`config.mk`:
```
export PLATFORM = sky130hd
export DESIGN_NAME = btn_event_ctrl
export DESIGN_NICKNAME = d
export VERILOG_FILES = /design/src/rtl/hdmi_btn_pkg.sv /design/src/rtl/btn_evt_fsm.sv /design/src/rtl/btn_event_ctrl.sv
export SDC_FILE = /design/constraint.sdc
export NUM_CORES = 1
export LEC_CHECK = 0
export BUFFER_PORTS_ARGS = -buffer_cell sky130_fd_sc_hd__buf_4
export CORE_MARGIN = 2
export CORE_UTILIZATION = 45
export CTS_CLUSTER_SIZE = 8
export DETAILED_ROUTE_END_ITERATION = 10
export PLACE_DENSITY = 0.72
export SLEW_MARGIN = 20
export SYNTH_ARGS = -nofsm -noshare
export SYNTH_HDL_FRONTEND = slang
export SYNTH_HIERARCHICAL = 1
export SYNTH_SLANG_ARGS = --single-unit
```
`constraint.sdc`:
```
create_clock -name i_clk -period 5.1 [get_ports i_clk]
set_input_delay 1.53 -clock i_clk [delete_from_list [all_inputs] [get_ports i_clk]]
set_output_delay 1.53 -clock i_clk [all_outputs]
set_load 0.01 [all_outputs]
```
`src/rtl/hdmi_btn_pkg.sv`:
```
// Shared types for the front-panel button event controller.
package hdmi_btn_pkg;

    // Event codes as seen by the configuration register block.
    typedef enum logic [1:0] {
        EvtPress   = 2'd0,
        EvtLong    = 2'd1,
        EvtRepeat  = 2'd2,
        EvtRelease = 2'd3
    } evt_type_t;

    // Per-button press tracking.
    typedef enum logic [1:0] {
        StIdle     = 2'd0,
        StWaitLong = 2'd1,
        StHeld     = 2'd2
    } btn_state_t;

endpackage

```
`src/rtl/btn_evt_fsm.sv`:
```
// One button: edge detect, tick counter, press/long/repeat FSM and a single pending-event slot.
module btn_evt_fsm
    import hdmi_btn_pkg::*;
#(
    parameter int unsigned LONG_TICKS   = 500,
    parameter int unsigned REPEAT_TICKS = 100
) (
    input  logic       i_clk,
    input  logic       i_rst,
    input  logic       i_btn,
    input  logic       i_tick,
    input  logic       i_grant,
    output logic       o_pend_valid,
    output logic [1:0] o_pend_type,
    output logic       o_drop
);
    localparam int unsigned MaxTicks = (LONG_TICKS > REPEAT_TICKS) ? LONG_TICKS : REPEAT_TICKS;
    localparam int unsigned CntW     = $clog2(MaxTicks + 1);

    logic            btn_q;
    logic            rise;
    logic            fall;
    btn_state_t      state_q;
    btn_state_t      state_d;
    logic [CntW-1:0] cnt_q;
    logic [CntW-1:0] cnt_d;
    logic [CntW:0]   cnt_inc;
    logic            long_hit;
    logic            rep_hit;
    logic            post;
    evt_type_t       post_type;
    logic            pend_valid_q;
    evt_type_t       pend_type_q;
    logic            drop_q;

    assign rise     = i_btn & ~btn_q;
    assign fall     = ~i_btn & btn_q;
    assign cnt_inc  = {1'b0, cnt_q} + (CntW+1)'(1);
    assign long_hit = i_tick && (cnt_inc == (CntW+1)'(LONG_TICKS));
    assign rep_hit  = i_tick && (REPEAT_TICKS != 0) && (cnt_inc == (CntW+1)'(REPEAT_TICKS));

    // State register, tick counter and the delayed button level used for edge detection.
    always_ff @(posedge i_clk) begin
        if (i_rst) begin
            btn_q   <= 1'b0;
            state_q <= StIdle;
            cnt_q   <= '0;
        end else begin
            btn_q   <= i_btn;
            state_q <= state_d;
            cnt_q   <= cnt_d;
        end
    end

    // Next state and counter; a release always wins over a same-cycle tick expiry.
    always_comb begin
        state_d = state_q;
        cnt_d   = cnt_q;
        unique case (state_q)
            StIdle: begin
                if (rise) begin
                    state_d = StWaitLong;
                    cnt_d   = '0;
                end
            end
            StWaitLong: begin
                if (fall) begin
                    state_d = StIdle;
                end else if (long_hit) begin
                    state_d = StHeld;
                    cnt_d   = '0;
                end else if (i_tick) begin
                    cnt_d = cnt_inc[CntW-1:0];
                end
            end
            StHeld: begin
                if (fall) begin
                    state_d = StIdle;
                end else if (rep_hit) begin
                    cnt_d = '0;
                end else if (i_tick && (REPEAT_TICKS != 0)) begin
                    cnt_d = cnt_inc[CntW-1:0];
                end
            end
            default: state_d = StIdle;
        endcase
    end

    // Event posted this cycle, if any.
    always_comb begin
        post      = 1'b0;
        post_type = EvtPress;
        unique case (state_q)
            StIdle: begin
                if (rise) begin
                    post      = 1'b1;
                    post_type = EvtPress;
                end
            end
            StWaitLong: begin
                if (fall) begin
                    post      = 1'b1;
                    post_type = EvtRelease;
                end else if (long_hit) begin
                    post      = 1'b1;
                    post_type = EvtLong;
                end
            end
            StHeld: begin
                if (fall) begin
                    post      = 1'b1;
                    post_type = EvtRelease;
                end else if (rep_hit) begin
                    post      = 1'b1;
                    post_type = EvtRepeat;
                end
            end
            default: post = 1'b0;
        endcase
    end

    // Pending slot: a slot being granted this cycle can take a new event without a drop.
    always_ff @(posedge i_clk) begin
        if (i_rst) begin
            pend_valid_q <= 1'b0;
            pend_type_q  <= EvtPress;
            drop_q       <= 1'b0;
        end else if (post && pend_valid_q && !i_grant) begin
            drop_q <= 1'b1;
        end else if (post) begin
            pend_valid_q <= 1'b1;
            pend_type_q  <= post_type;
        end else if (i_grant) begin
            pend_valid_q <= 1'b0;
        end
    end

    assign o_pend_valid = pend_valid_q;
    assign o_pend_type  = pend_type_q;
    assign o_drop       = drop_q;

endmodule

```
`src/rtl/btn_event_ctrl.sv`:
```
// Merges per-button key events into one valid/ready stream via a round-robin arbiter.
module btn_event_ctrl
    import hdmi_btn_pkg::*;
#(
    parameter int unsigned N_BTN        = 4,
    parameter int unsigned TICK_DIV     = 25_000,
    parameter int unsigned LONG_TICKS   = 500,
    parameter int unsigned REPEAT_TICKS = 100,
    localparam int unsigned BTN_W       = (N_BTN > 1) ? $clog2(N_BTN) : 1
) (
    input  logic             i_clk,
    input  logic             i_rst,
    input  logic [N_BTN-1:0] i_btn,
    output logic             o_evt_valid,
    input  logic             i_evt_ready,
    output logic [BTN_W-1:0] o_evt_btn,
    output logic [1:0]       o_evt_type,
    output logic [N_BTN-1:0] o_drop
);
    localparam int unsigned DivW = $clog2(TICK_DIV);

    logic [DivW-1:0]  presc_q;
    logic             tick;
    logic [N_BTN-1:0] pend_valid;
    logic [1:0]       pend_type [N_BTN];
    logic [N_BTN-1:0] grant_vec;
    logic             grant_any;
    logic [BTN_W-1:0] grant_idx;
    logic             out_free;
    int unsigned      arb_idx;
    logic [BTN_W-1:0] rr_q;
    logic [BTN_W-1:0] rr_d;
    logic             evt_valid_q;
    logic [BTN_W-1:0] evt_btn_q;
    logic [1:0]       evt_type_q;

    assign tick = (presc_q == DivW'(TICK_DIV - 1));

    // Free-running prescaler shared by every button.
    always_ff @(posedge i_clk) begin
        if (i_rst) begin
            presc_q <= '0;
        end else if (tick) begin
            presc_q <= '0;
        end else begin
            presc_q <= presc_q + DivW'(1);
        end
    end

    for (genvar b = 0; b < N_BTN; b++) begin : g_btn
        btn_evt_fsm #(
            .LONG_TICKS   (LONG_TICKS),
            .REPEAT_TICKS (REPEAT_TICKS)
        ) u_fsm (
            .i_clk        (i_clk),
            .i_rst        (i_rst),
            .i_btn        (i_btn[b]),
            .i_tick       (tick),
            .i_grant      (grant_vec[b]),
            .o_pend_valid (pend_valid[b]),
            .o_pend_type  (pend_type[b]),
            .o_drop       (o_drop[b])
        );
    end

    // Round-robin pick of the first pending slot at or after rr_q.
    always_comb begin
        grant_any = 1'b0;
        grant_idx = '0;
        grant_vec = '0;
        arb_idx   = 0;
        out_free  = ~evt_valid_q | i_evt_ready;
        for (int unsigned i = 0; i < N_BTN; i++) begin
            arb_idx = (32'(rr_q) + i) % N_BTN;
            if (out_free && !grant_any && pend_valid[arb_idx]) begin
                grant_any = 1'b1;
                grant_idx = BTN_W'(arb_idx);
            end
        end
        if (grant_any) begin
            grant_vec[grant_idx] = 1'b1;
        end
        rr_d = (32'(grant_idx) == N_BTN - 1) ? '0 : grant_idx + BTN_W'(1);
    end

    // Output register holds an event stable until the consumer takes it.
    always_ff @(posedge i_clk) begin
        if (i_rst) begin
            evt_valid_q <= 1'b0;
            evt_btn_q   <= '0;
            evt_type_q  <= EvtPress;
            rr_q        <= '0;
        end else if (grant_any) begin
            evt_valid_q <= 1'b1;
            evt_btn_q   <= grant_idx;
            evt_type_q  <= pend_type[grant_idx];
            rr_q        <= rr_d;
        end else if (i_evt_ready) begin
            evt_valid_q <= 1'b0;
        end
    end

    assign o_evt_valid = evt_valid_q;
    assign o_evt_btn   = evt_btn_q;
    assign o_evt_type  = evt_type_q;

endmodule

```
==> impl_metrics.env <==
export IMPL_setup_viol=0
export IMPL_grt_first_pass_wirelength_microns=22000
export IMPL_cts_tree="built"
export IMPL_grtUsageMet1=0.228
export IMPL_crit_path_end_kind="flop"
export IMPL_crit_arrival_ns=3.45
export IMPL_critPathSlowestCell="and3_1"
export IMPL_status="finished clean"
export IMPL_power_frac_seq=0.347
export IMPL_cts_sinks=86
export IMPL_use_met3=0.0518
export IMPL_start_util=0.461
export IMPL_row_count=41
export IMPL_grt_pass1_vias=4798
export IMPL_reg2reg_to="g_btn[2].u_fsm/cnt_q[1]"
export IMPL_combPwrFrac=0.366
export IMPL_layout_drive_gt1_share=0.110
export IMPL_yosysTopAreaCellShare=0.295
export IMPL_cts_root_buf="clkbuf_16"
export IMPL_synth_edff_count=0
export IMPL_place_congestion=0.859
export IMPL_sw_frac_of_total=0.367
export IMPL_cp_required_ns=5.32
export IMPL_avgSynthCellArea_sq_um=8.28
export IMPL_power_switching_mw=0.837
export IMPL_clk_latency_ns=0.35
export IMPL_syn_cell_area_sq_um=5840
export IMPL_power_internal_mw=1.45
export IMPL_min_to="presc_q[0]"
export IMPL_vias=5094
export IMPL_drt_iter0_drc=384
export IMPL_numCtsBuffers=9
export IMPL_drt_pass1_iter_count=5
export IMPL_start_kind="flop"
export IMPL_synth_nets=736
export IMPL_fmax_mhz=310
export IMPL_ant_nets=0
export IMPL_fin_crit_ns=3.22
export IMPL_syn2layout_area_growth_pct=7.09
export IMPL_clock_power_share=0.287
export IMPL_async_flop_share=0
export IMPL_dp_cells=859
export IMPL_synthFlopType="dfxtp_1"
export IMPL_synth_top_area_cell="dfxtp_1"
export IMPL_maxCapViolations=0
export IMPL_slew_headroom=0.456
export IMPL_drc=0
export IMPL_finClkSkew_ns=0.00770
export IMPL_yosysWarnings=6
export IMPL_synth_area_top_cells="dfxtp_1 29%, ha_1 5.1%, nand2_1 3.9%"
export IMPL_post_cts_buffers=0
export IMPL_rsz0062_at_grt="false"
export IMPL_fin_crit_sh=0.632
export IMPL_syn_inst=705
export IMPL_portBuffers=15
export IMPL_ys_seq_area_frac=0.295
export IMPL_crit_start="presc_q[5]"
export IMPL_die_area_sq_um=13900
export IMPL_viasPerCell=5.83
export IMPL_min_path_type="flop to flop"
export IMPL_r2r_start="presc_q[5]"
export IMPL_met2_usage=0.319
export IMPL_antenna_found_initial=0
export IMPL_diodes=0
export IMPL_die_w_microns=118
export IMPL_ctsResizeCount=0
export IMPL_top_usage_layer="met2"
export IMPL_crit_fanout=21
export IMPL_synth_seq_cells=86
export IMPL_cp_cell_sequence="nand4b_1 -> nor4_1 -> and3_1 -> nand3b_1 -> o31ai_1 -> a21oi_1 -> a21oi_1 -> o22ai_1"
export IMPL_core_area_sq_um=12700
export IMPL_rrSetupSlack_ns=1.88
export IMPL_clkSlewWorstSetupHoldPaths_ns=0.06
export IMPL_cts_max_level=3
export IMPL_grt_ovfl_total=0
export IMPL_dp_hpwl_microns=9140
export IMPL_hp_start="presc_q[0]"
export IMPL_crit_top_cell="a21oi_1"
export IMPL_final_cells=874
export IMPL_cts_buffer_depth=2
export IMPL_hold_viol=0
export IMPL_slowest_delay_ns=0.73
export IMPL_p_per_area_nw_per_um2=365
export IMPL_fin_setup_tns_ns=0
export IMPL_grtUsageTotal=0.188
export IMPL_ctsHoldBuffers=0
export IMPL_grt_max_degree=54
export IMPL_synth_cell_type_count=84
export IMPL_worstMarginPinSlew_ns=0.816
export IMPL_drv_slew=0
export IMPL_ios=16
export IMPL_drt_wl_total_microns=12800
export IMPL_fin_nets=729
export IMPL_die_h_microns=118
export IMPL_peakVddDrop_v=0.000201
export IMPL_whs_path_depth=1
export IMPL_p_leak_nw=2.20
export IMPL_avgRoutedWirePerCell_microns=14.6
export IMPL_reg2regPathDepth=8
export IMPL_path_class="flop to flop"
power groups by stage:
| stage | clock, mW | combinational, mW | sequential, mW |
|---|---|---|---|
| floorplan | 0 | 0.670 | 0.792 |
| global placement | 0 | 0.798 | 0.800 |
| detailed placement | 0 | 0.822 | 0.805 |
| CTS | 0.674 | 0.828 | 0.791 |
| global route | 0.702 | 0.933 | 0.801 |
| finish | 0.655 | 0.837 | 0.792 |
state kept, by name, indices dropped and copies added (netlist names):
| signal | flops |
|---|---|
| g_btn.u_fsm/cnt_q | 36 |
| presc_q | 15 |
| g_btn.u_fsm/o_pend_type | 8 |
| g_btn.u_fsm/state_q | 8 |
| g_btn.u_fsm/btn_q | 4 |
| g_btn.u_fsm/o_drop | 4 |
| g_btn.u_fsm/o_pend_valid | 4 |
| o_evt_btn | 2 |
| o_evt_type | 2 |
| rr_q | 2 |
| o_evt_valid | 1 |
final cells by class:
class                           instances  area, sq um
Clock buffer                           11          243
Clock inverter                          4         47.5
Fill cell                            1208         6420
Multi-Input combinational cell        552         3780
Sequential cell                        86         1720
Inverter                               33          124
Tap cell                              172          215
Timing Repair Buffer                   16          120
metrics by stage:
stage	utilization	instance area, sq um	setup slack (ns)	power, mW	hold slack, ns
2_1_floorplan	-	5840	2.08	1.46	0.418
3_3_place_gp	0.471	5960	1.82	1.60	0.428
3_5_place_dp	0.471	5960	1.71	1.63	0.441
4_1_cts	0.494	6250	1.92	2.29	0.455
5_1_grt	0.494	6250	1.53	2.44	0.472
6_report	0.494	6250	1.88	2.28	0.449
cell usage in the layout (no fill, tap or decap), types with 9 or more instances in the layout:
cell / synthesis / routed
and2_1: 12 / 12
nand2b_1: 25 / 25
ha_1: 24 / 24
xnor2_1: 13 / 13
a31oi_1: 23 / 23
clkbuf_16: 0 / 9
o21ai_1: 11 / 11
o21ai_0: 20 / 20
mux2i_1: 14 / 14
xor2_1: 12 / 12
nand3_1: 21 / 21
nand4_1: 14 / 14
or2_2: 9 / 9
nor2_1: 47 / 47
inv_1: 33 / 33
or3_1: 10 / 10
nand2_1: 61 / 61
o31ai_1: 11 / 11
a21oi_1: 44 / 44
nor2b_1: 28 / 28
dfxtp_1: 86 / 86
buf_4: 3 / 16
nor3_1: 15 / 15
worst max path at each step:
stage | depth (start not counted) | slack, ns | to
after floorplan | 7 | 2.08 | g_btn[3].u_fsm/cnt_q[1]
after global placement | 8 | 1.82 | g_btn[3].u_fsm/o_pend_type[0]
after detailed placement | 8 | 1.71 | g_btn[3].u_fsm/o_pend_type[1]
after CTS | 8 | 1.92 | g_btn[2].u_fsm/cnt_q[1]
after global routing | 8 | 1.53 | g_btn[2].u_fsm/cnt_q[0]
final | 8 | 1.88 | g_btn[2].u_fsm/cnt_q[1]
synth_stat cells, types with 5 or more instances:
master	count
nand2_1	61
nor2b_1	28
buf_2	8
a211oi_2	6
a31oi_1	23
buf_6	8
nand4_1	14
dfxtp_1	86
xnor2_1	13
a21oi_1	44
o21ai_1	11
a22o_1	6
a21o_1	6
ha_1	24
nor3_1	15
nand4b_1	8
mux2i_1	14
a22oi_1	5
and2_1	12
nand2b_1	25
clkbuf_1	13
inv_1	33
xor2_1	12
o31ai_1	11
nand3_1	21
and3_1	7
o21ai_0	20
or2_2	9
or3_1	10
nor2_1	47
nor4_1	8
a211oi_1	5
routing by layer:
layer	wire [microns]	vias up	part of all wire
li1	-	2561	-
met1	5730	2381	0.45
met2	6210	133	0.49
met3	616	19	0.048
met4	191	0	0.015
met5	0	-	0
critical path: cells and delay by family, from the launching register on:
kind,cells,cell delay (ns)
compound gates,4,1.24
simple gates,4,1.46
flops,1,0.40
kinds of logic (layout without fill, tap and decap cells):
| family | after synthesis | count (layout) | synth area share |
|---|---|---|---|
| buffers and inverters | 67 | 64 | 0.0574 |
| AND/OR/NAND/NOR | 294 | 294 | 0.288 |
| flip-flops | 86 | 86 | 0.295 |
| adder cells (fa/ha/maj) | 24 | 24 | 0.0514 |
| AO/OA/AOI/OAI | 190 | 190 | 0.236 |
| XOR/XNOR | 25 | 25 | 0.0375 |
| multiplexers | 19 | 19 | 0.0349 |
Power figures use the tool's default switching activity.
